$ cat src/rtl/decode_stage_pipe.sv
// ---------------------------------------------------------------------------
// decode_stage_pipe
//   Decode stage of the pipelined MIPS core. This block does the following:
//   - Splits the instruction into its fields.
//   - Reads the register file.
//   - Forwards operands from EX/MEM/WB.
//   - Stalls on a load-use hazard.
//   - Resolves branches and jumps.
//   - Holds the results in a registered ID/EX boundary with a valid/ready
//     handshake.
//
// Ports
//   i_clk, i_rst_n          clock, synchronous active-low reset
//   i_valid / o_ready       IF/ID handshake (o_ready = decode accepts)
//   i_pc, i_instr           PC+4 and instruction word
//   i_flush                 kill ID/EX contents (exception/eret)
//   i_ex_ready              execute stage accepts ID/EX this cycle
//   i_ex_*                  EX forward source (+ load flag for hazard)
//   i_mem_*                 MEM forward source
//   i_wb_*                  regfile write port, also a forward source
//   o_valid, o_op1, o_op2,
//   o_imm, o_wr_addr,
//   o_opcode, o_func        registered ID/EX contents
//   o_nextpc, o_redirect    combinational fetch redirect
// ---------------------------------------------------------------------------
module decode_stage_pipe #(
    parameter int DATA_W = 32,
    parameter int REGS   = 32
) (
    input  logic              i_clk,
    input  logic              i_rst_n,
    input  logic              i_valid,
    output logic              o_ready,
    input  logic [DATA_W-1:0] i_pc,
    input  logic [31:0]       i_instr,
    input  logic              i_flush,
    input  logic              i_ex_ready,
    input  logic              i_ex_we,
    input  logic              i_ex_is_load,
    input  logic [4:0]        i_ex_addr,
    input  logic [DATA_W-1:0] i_ex_data,
    input  logic              i_mem_we,
    input  logic [4:0]        i_mem_addr,
    input  logic [DATA_W-1:0] i_mem_data,
    input  logic              i_wb_we,
    input  logic [4:0]        i_wb_addr,
    input  logic [DATA_W-1:0] i_wb_data,
    output logic              o_valid,
    output logic [DATA_W-1:0] o_op1,
    output logic [DATA_W-1:0] o_op2,
    output logic [DATA_W-1:0] o_imm,
    output logic [4:0]        o_wr_addr,
    output logic [5:0]        o_opcode,
    output logic [5:0]        o_func,
    output logic [DATA_W-1:0] o_nextpc,
    output logic              o_redirect
);

    localparam int AW = (REGS > 1) ? $clog2(REGS) : 1;

    localparam logic [5:0] OP_RTYPE = 6'h00;
    localparam logic [5:0] OP_J     = 6'h02;
    localparam logic [5:0] OP_BEQ   = 6'h04;
    localparam logic [5:0] OP_BNE   = 6'h05;
    localparam logic [5:0] OP_SW    = 6'h2B;
    localparam logic [5:0] FN_JR    = 6'h08;

    // ---------------- field extraction ----------------
    logic [5:0] opcode, func;
    logic [4:0] rs, rt, rd;
    assign opcode = i_instr[31:26];
    assign rs     = i_instr[25:21];
    assign rt     = i_instr[20:16];
    assign rd     = i_instr[15:11];
    assign func   = i_instr[5:0];

    // The shamt field is not used by this stage.
    logic unused_shamt;
    assign unused_shamt = ^i_instr[10:6];

    // Addresses at or above REGS have no storage behind them.
    function automatic logic in_range(input logic [4:0] a);
        return {1'b0, a} < 6'(REGS);
    endfunction

    // ---------------- register file (not reset) ----------------
    logic [DATA_W-1:0] rf_q [REGS];

    always_ff @(posedge i_clk) begin
        if (i_wb_we && i_wb_addr != 5'd0 && in_range(i_wb_addr))
            rf_q[i_wb_addr[AW-1:0]] <= i_wb_data;
    end

    logic [DATA_W-1:0] rf_rs, rf_rt;
    always_comb begin
        rf_rs = '0;
        rf_rt = '0;
        if (in_range(rs)) rf_rs = rf_q[rs[AW-1:0]];
        if (in_range(rt)) rf_rt = rf_q[rt[AW-1:0]];
    end

    // ---------------- operand forwarding ----------------
    // A load in EX has no data yet, so it is never a forward source. That
    // case is covered by the load-use stall instead. WB forwarding also
    // gives the same-cycle write-through of the regfile.
    function automatic logic [DATA_W-1:0] fwd(
        input logic [4:0]        a,
        input logic [DATA_W-1:0] rfv,
        input logic              ex_hit,
        input logic [DATA_W-1:0] ex_d,
        input logic              mem_hit,
        input logic [DATA_W-1:0] mem_d,
        input logic              wb_hit,
        input logic [DATA_W-1:0] wb_d
    );
        if (a == 5'd0)    return '0;
        else if (ex_hit)  return ex_d;
        else if (mem_hit) return mem_d;
        else if (wb_hit)  return wb_d;
        else              return rfv;
    endfunction

    logic              ex_fwd;
    logic [DATA_W-1:0] op1_d, op2_d;
    assign ex_fwd = i_ex_we && !i_ex_is_load;

    always_comb begin
        op1_d = fwd(rs, rf_rs,
                    ex_fwd && i_ex_addr == rs, i_ex_data,
                    i_mem_we && i_mem_addr == rs, i_mem_data,
                    i_wb_we && i_wb_addr == rs, i_wb_data);
        op2_d = fwd(rt, rf_rt,
                    ex_fwd && i_ex_addr == rt, i_ex_data,
                    i_mem_we && i_mem_addr == rt, i_mem_data,
                    i_wb_we && i_wb_addr == rt, i_wb_data);
    end

    // ---------------- hazard / handshake ----------------
    logic uses_rt, stall;
    assign uses_rt = (opcode == OP_RTYPE) || (opcode == OP_BEQ) ||
                     (opcode == OP_BNE)   || (opcode == OP_SW);
    assign stall   = i_valid && i_ex_we && i_ex_is_load && i_ex_addr != 5'd0 &&
                     (i_ex_addr == rs || (uses_rt && i_ex_addr == rt));
    assign o_ready = i_ex_ready && !stall && !i_flush;

    // ---------------- branch / jump resolution ----------------
    logic [DATA_W-1:0] imm_d, br_target, j_target, target;
    logic              taken;

    assign imm_d     = {{(DATA_W-16){i_instr[15]}}, i_instr[15:0]};
    assign br_target = i_pc + {imm_d[DATA_W-3:0], 2'b00};
    assign j_target  = {i_pc[DATA_W-1:28], i_instr[25:0], 2'b00};

    always_comb begin
        taken  = 1'b0;
        target = i_pc;
        unique case (opcode)
            OP_BEQ: begin taken = (op1_d == op2_d); target = br_target; end
            OP_BNE: begin taken = (op1_d != op2_d); target = br_target; end
            OP_J:   begin taken = 1'b1;             target = j_target;  end
            OP_RTYPE: if (func == FN_JR) begin
                taken  = 1'b1;
                target = op1_d;
            end
            default: ;
        endcase
    end

    assign o_redirect = i_valid && o_ready && taken;
    assign o_nextpc   = taken ? target : i_pc;

    // ---------------- ID/EX register ----------------
    logic [4:0] wr_addr_d;
    assign wr_addr_d = (opcode == OP_RTYPE) ? rd : rt;

    logic              valid_q;
    logic [DATA_W-1:0] op1_q, op2_q, imm_q;
    logic [4:0]        wr_addr_q;
    logic [5:0]        opcode_q, func_q;

    always_ff @(posedge i_clk) begin
        if (!i_rst_n) begin
            valid_q   <= 1'b0;
            op1_q     <= '0;
            op2_q     <= '0;
            imm_q     <= '0;
            wr_addr_q <= '0;
            opcode_q  <= '0;
            func_q    <= '0;
        end else if (i_flush) begin
            // Kill only; the data fields are don't-care once invalid.
            valid_q <= 1'b0;
        end else if (!i_ex_ready) begin
            // Execute is back-pressuring: hold everything.
        end else if (stall || !i_valid) begin
            valid_q <= 1'b0;
        end else begin
            valid_q   <= 1'b1;
            op1_q     <= op1_d;
            op2_q     <= op2_d;
            imm_q     <= imm_d;
            wr_addr_q <= wr_addr_d;
            opcode_q  <= opcode;
            func_q    <= func;
        end
    end

    assign o_valid   = valid_q;
    assign o_op1     = op1_q;
    assign o_op2     = op2_q;
    assign o_imm     = imm_q;
    assign o_wr_addr = wr_addr_q;
    assign o_opcode  = opcode_q;
    assign o_func    = func_q;

endmodule

$ cat config.mk
export PLATFORM = sky130hd
export DESIGN_NAME = decode_stage_pipe
export DESIGN_NICKNAME = d
export VERILOG_FILES = /design/src/rtl/decode_stage_pipe.sv
export SDC_FILE = /design/constraint.sdc
export NUM_CORES = 2
export LEC_CHECK = 0
export CAP_MARGIN = 5
export CORE_MARGIN = 8
export CORE_UTILIZATION = 45
export CTS_BUF_LIST = sky130_fd_sc_hd__clkbuf_4 sky130_fd_sc_hd__clkbuf_8 sky130_fd_sc_hd__clkbuf_16
export CTS_CLUSTER_DIAMETER = 50
export DETAILED_ROUTE_END_ITERATION = 8
export GPL_TIMING_DRIVEN = 1
export PLACE_DENSITY = 0.64
export SYNTH_ARGS = -nofsm -noshare
export SYNTH_HDL_FRONTEND = slang
export SYNTH_SLANG_ARGS = --single-unit
$ cat constraint.sdc
create_clock -name i_clk -period 5.5 [get_ports i_clk]
set_input_delay 0.55 -clock i_clk [delete_from_list [all_inputs] [get_ports i_clk]]
set_output_delay 0.55 -clock i_clk [all_outputs]
set_load 0.05 [all_outputs]
==> flow_metrics.env <==
export IMPL_dieArea_sq_um=139000
export IMPL_die_y_microns=372
export IMPL_synth_edf_count=1024
export IMPL_io_buffers=331
export IMPL_hold_viol_final=0
export IMPL_min_from="i_flush"
export IMPL_hold_end="o_valid"
export IMPL_rsz0062_at_grt="yes"
export IMPL_cellLeakagePower_nw=25.3
export IMPL_ios=332
export IMPL_synth_flop_cell="edfxtp_1"
export IMPL_cts_root_buf="clkbuf_16"
export IMPL_drc=0
export IMPL_clock_latency_ns=0.75
export IMPL_whs_path_depth=2
export IMPL_path_max_fanout=14
export IMPL_final_cells=6354
export IMPL_hold_slack_ns=0.396
export IMPL_grt_max_degree=93
export IMPL_ys_warn_count=0
export IMPL_fillerInstances=9879
export IMPL_rrSetupSlack_ns=2.67
export IMPL_cp_required_ns=4.95
export IMPL_dr_first_iter_drc_count=6512
export IMPL_ys_types=80
export IMPL_cts_made_buffers=134
export IMPL_rows=130
export IMPL_grt_overflow=0
export IMPL_drive_gt1_share_pct=32.3
export IMPL_clock_sinks=1116
export IMPL_die_width_microns=372
export IMPL_synth_seq_cells=1116
export IMPL_postCtsHoldBufs=0
export IMPL_worstReg2RegEnd="o_op2[13]"
export IMPL_final_common_cell="edfxtp_1"
export IMPL_period_share_pct=108
export IMPL_max_freq_mhz=168
export IMPL_final_cell_mix="edfxtp_1, buf_4, mux4_2, clkdlybuf4s50_1, mux2i_1"
export IMPL_drt_total_wl_microns=231000
export IMPL_outcome="complete, but fails checks"
export IMPL_start_util_pct=45.4
export IMPL_ctsLongestPathBuffers=3
export IMPL_syn_inst=3816
export IMPL_grtUsageTotal_pct=32.5
export IMPL_ctsHtreeMaxLevel=4
export IMPL_cp_end_kind="output port"
export IMPL_drv_slew=0
export IMPL_worstReg2RegStart="rf_q[26][13]"
export IMPL_finClkSkew_ns=0.0274
export IMPL_synth_area_sq_um=57200
export IMPL_syn2layout_area_growth_pct=27.1
export IMPL_synth_top_area_cell="edfxtp_1"
export IMPL_arrival_ns=5.39
export IMPL_syn_avg_cell_area_sq_um=15.0
export IMPL_relSlewSlack_pct=8.91
export IMPL_max_cap_violations=0
export IMPL_vias_per_cell=6.82
export IMPL_path_class="input pin to output port"
export IMPL_synth_area_leaders="edfxtp_1, mux4_2, mux2i_1"
export IMPL_grt_pass1_vias=42400
export IMPL_num_vias=43400
export IMPL_ys_async_sr_fraction_pct=0
export IMPL_antenna_found_initial=14
export IMPL_first_pass_iters=8
export IMPL_hpwl_microns=160000
export IMPL_ff2ff_path_depth=9
export IMPL_seq_area_frac_synth_pct=57.0
export IMPL_critPathLaunchType="input pin"
export IMPL_worst_pin_slew_ns=1.36
export IMPL_pwr_density_cell_nw_per_um2=298
export IMPL_hp_class="input pin to flip-flop"
export IMPL_coreArea_sq_um=126000
export IMPL_setup_viol=31
export IMPL_grt_pass1_wl_microns=319000
export IMPL_nets=4811
export IMPL_ant_nets=0
export IMPL_gp_congestion=1.02
export IMPL_fin_util_pct=57.7
export IMPL_cts_tree="yes"
export IMPL_violations="negative setup slack"
export IMPL_vdd_drop_max_uv=242
export IMPL_period_needed_ns=5.94
export IMPL_wire_per_inst_microns=36.4
export IMPL_synth_top_area_share_pct=53.8
export IMPL_worst_slack_ns=-0.445
export IMPL_place_inst=6081
export IMPL_clk_pin_slew_ns=0.06
-- through the flow --
step | worst slack [ns] | setup TNS, ns | cell area [sq um] | power, mW
after floorplan | 0.0158 | 0 | 57300 | 11.3
after global routing | -0.441 | -10.44 | 72700 | 22.1
after global placement | -0.661 | -16.71 | 67200 | 13.0
after CTS | -0.283 | -6.79 | 72200 | 21.6
after detailed placement | -0.650 | -16.75 | 67200 | 13.0
final | -0.445 | -8.70 | 72700 | 21.6
-- routing by layer --
metal	track usage (%)	wire length, microns
met3	9.41	28600
met4	18.8	16200
met2	50.1	103000
met5	1.03	111
met1	40.8	82900
-- cell usage after synthesis, drive strengths merged, types with 36 or more instances --
cell type,number
xor2,42
nor3,36
a221oi,37
o22ai,72
a22oi,67
buf,170
edfxtp,1024
mux4,392
mux2i,266
nand3,60
a211oi,85
a21oi,131
nor2,199
o221ai,116
nand2,183
clkbuf,187
nor3b,48
xnor2,45
mux2,50
dfxtp,92
o21ai,44
-- layout make-up --
| class | count | area (sq um) | area share (%) |
|---|---|---|---|
| antenna | 4 | 10.0 | 0.0138 |
| clock buffer | 166 | 3680 | 5.07 |
| clock inverter | 73 | 661 | 0.909 |
| inverter | 18 | 67.6 | 0.0930 |
| multi-input combinational | 2356 | 23900 | 32.9 |
| sequential | 1116 | 32600 | 44.9 |
| tap | 1650 | 2060 | 2.84 |
| timing repair buffer | 971 | 9710 | 13.4 |
-- sequential cells by signal, summed over array words and instances (netlist names) --
register and flops:
rf_q 1024, o_op1 32, o_op2 32, o_imm 16, o_opcode 6, o_wr_addr 5
o_valid 1
-- kinds of logic after synthesis --
group | synth area share, %
DFF | 57.0
muxes | 21.1
adders and majority gates | 0.670
and+or+nand+nor | 5.61
other | 0.00656
xor gates and xnor gates | 1.33
buffers and inverters | 3.23
AOI/OAI and AO/OA | 11.0
-- worst max-delay path by stage --
stage,startpoint,to,slack [ns],cells past startpoint
final,i_instr[25],o_nextpc[12],-0.44,18
after global routing,rf_q[24][12],o_nextpc[12],-0.44,17
after CTS,rf_q[23][8],o_nextpc[8],-0.28,16
after detailed placement,i_wb_addr[3],o_nextpc[14],-0.65,18
after global placement,i_wb_addr[3],o_nextpc[14],-0.66,19
after floorplan,i_instr[21],o_nextpc[28],0.02,19
-- power by group --
| part | switching, mW | internal (mW) | leakage (nW) | total [mW] |
|---|---|---|---|---|
| Sequential | 0.0713 | 9.40 | 10.0 | 9.48 |
| Clock | 3.58 | 5.08 | 2.14 | 8.66 |
| Combinational | 2.03 | 1.46 | 13.1 | 3.49 |
-- critical path: stages --
cell and delay (ns):
buf_2 0.29, buf_12 0.21, and2_2 0.49, buf_4 0.25, buf_12 0.12, a21oi_1 0.06
a22oi_1 0.80, a221o_1 0.35, xor2_1 0.09, nor4_1 0.22, nand3_1 0.18, or4b_4 0.57
buf_4 0.17, buf_4 0.16, o21ai_0 0.25, o211ai_1 0.17, a21oi_2 0.25, buf_12 0.16
-- timing repair --
item | in CTS | in global routing
buffers inserted | 15 | 21
cloned | 4 | 0
pin swaps | 46 | 42
setup endpoints to repair | 31 | 31
gates resized for setup | 86 | 75
(Power assumes the default switching activity.)
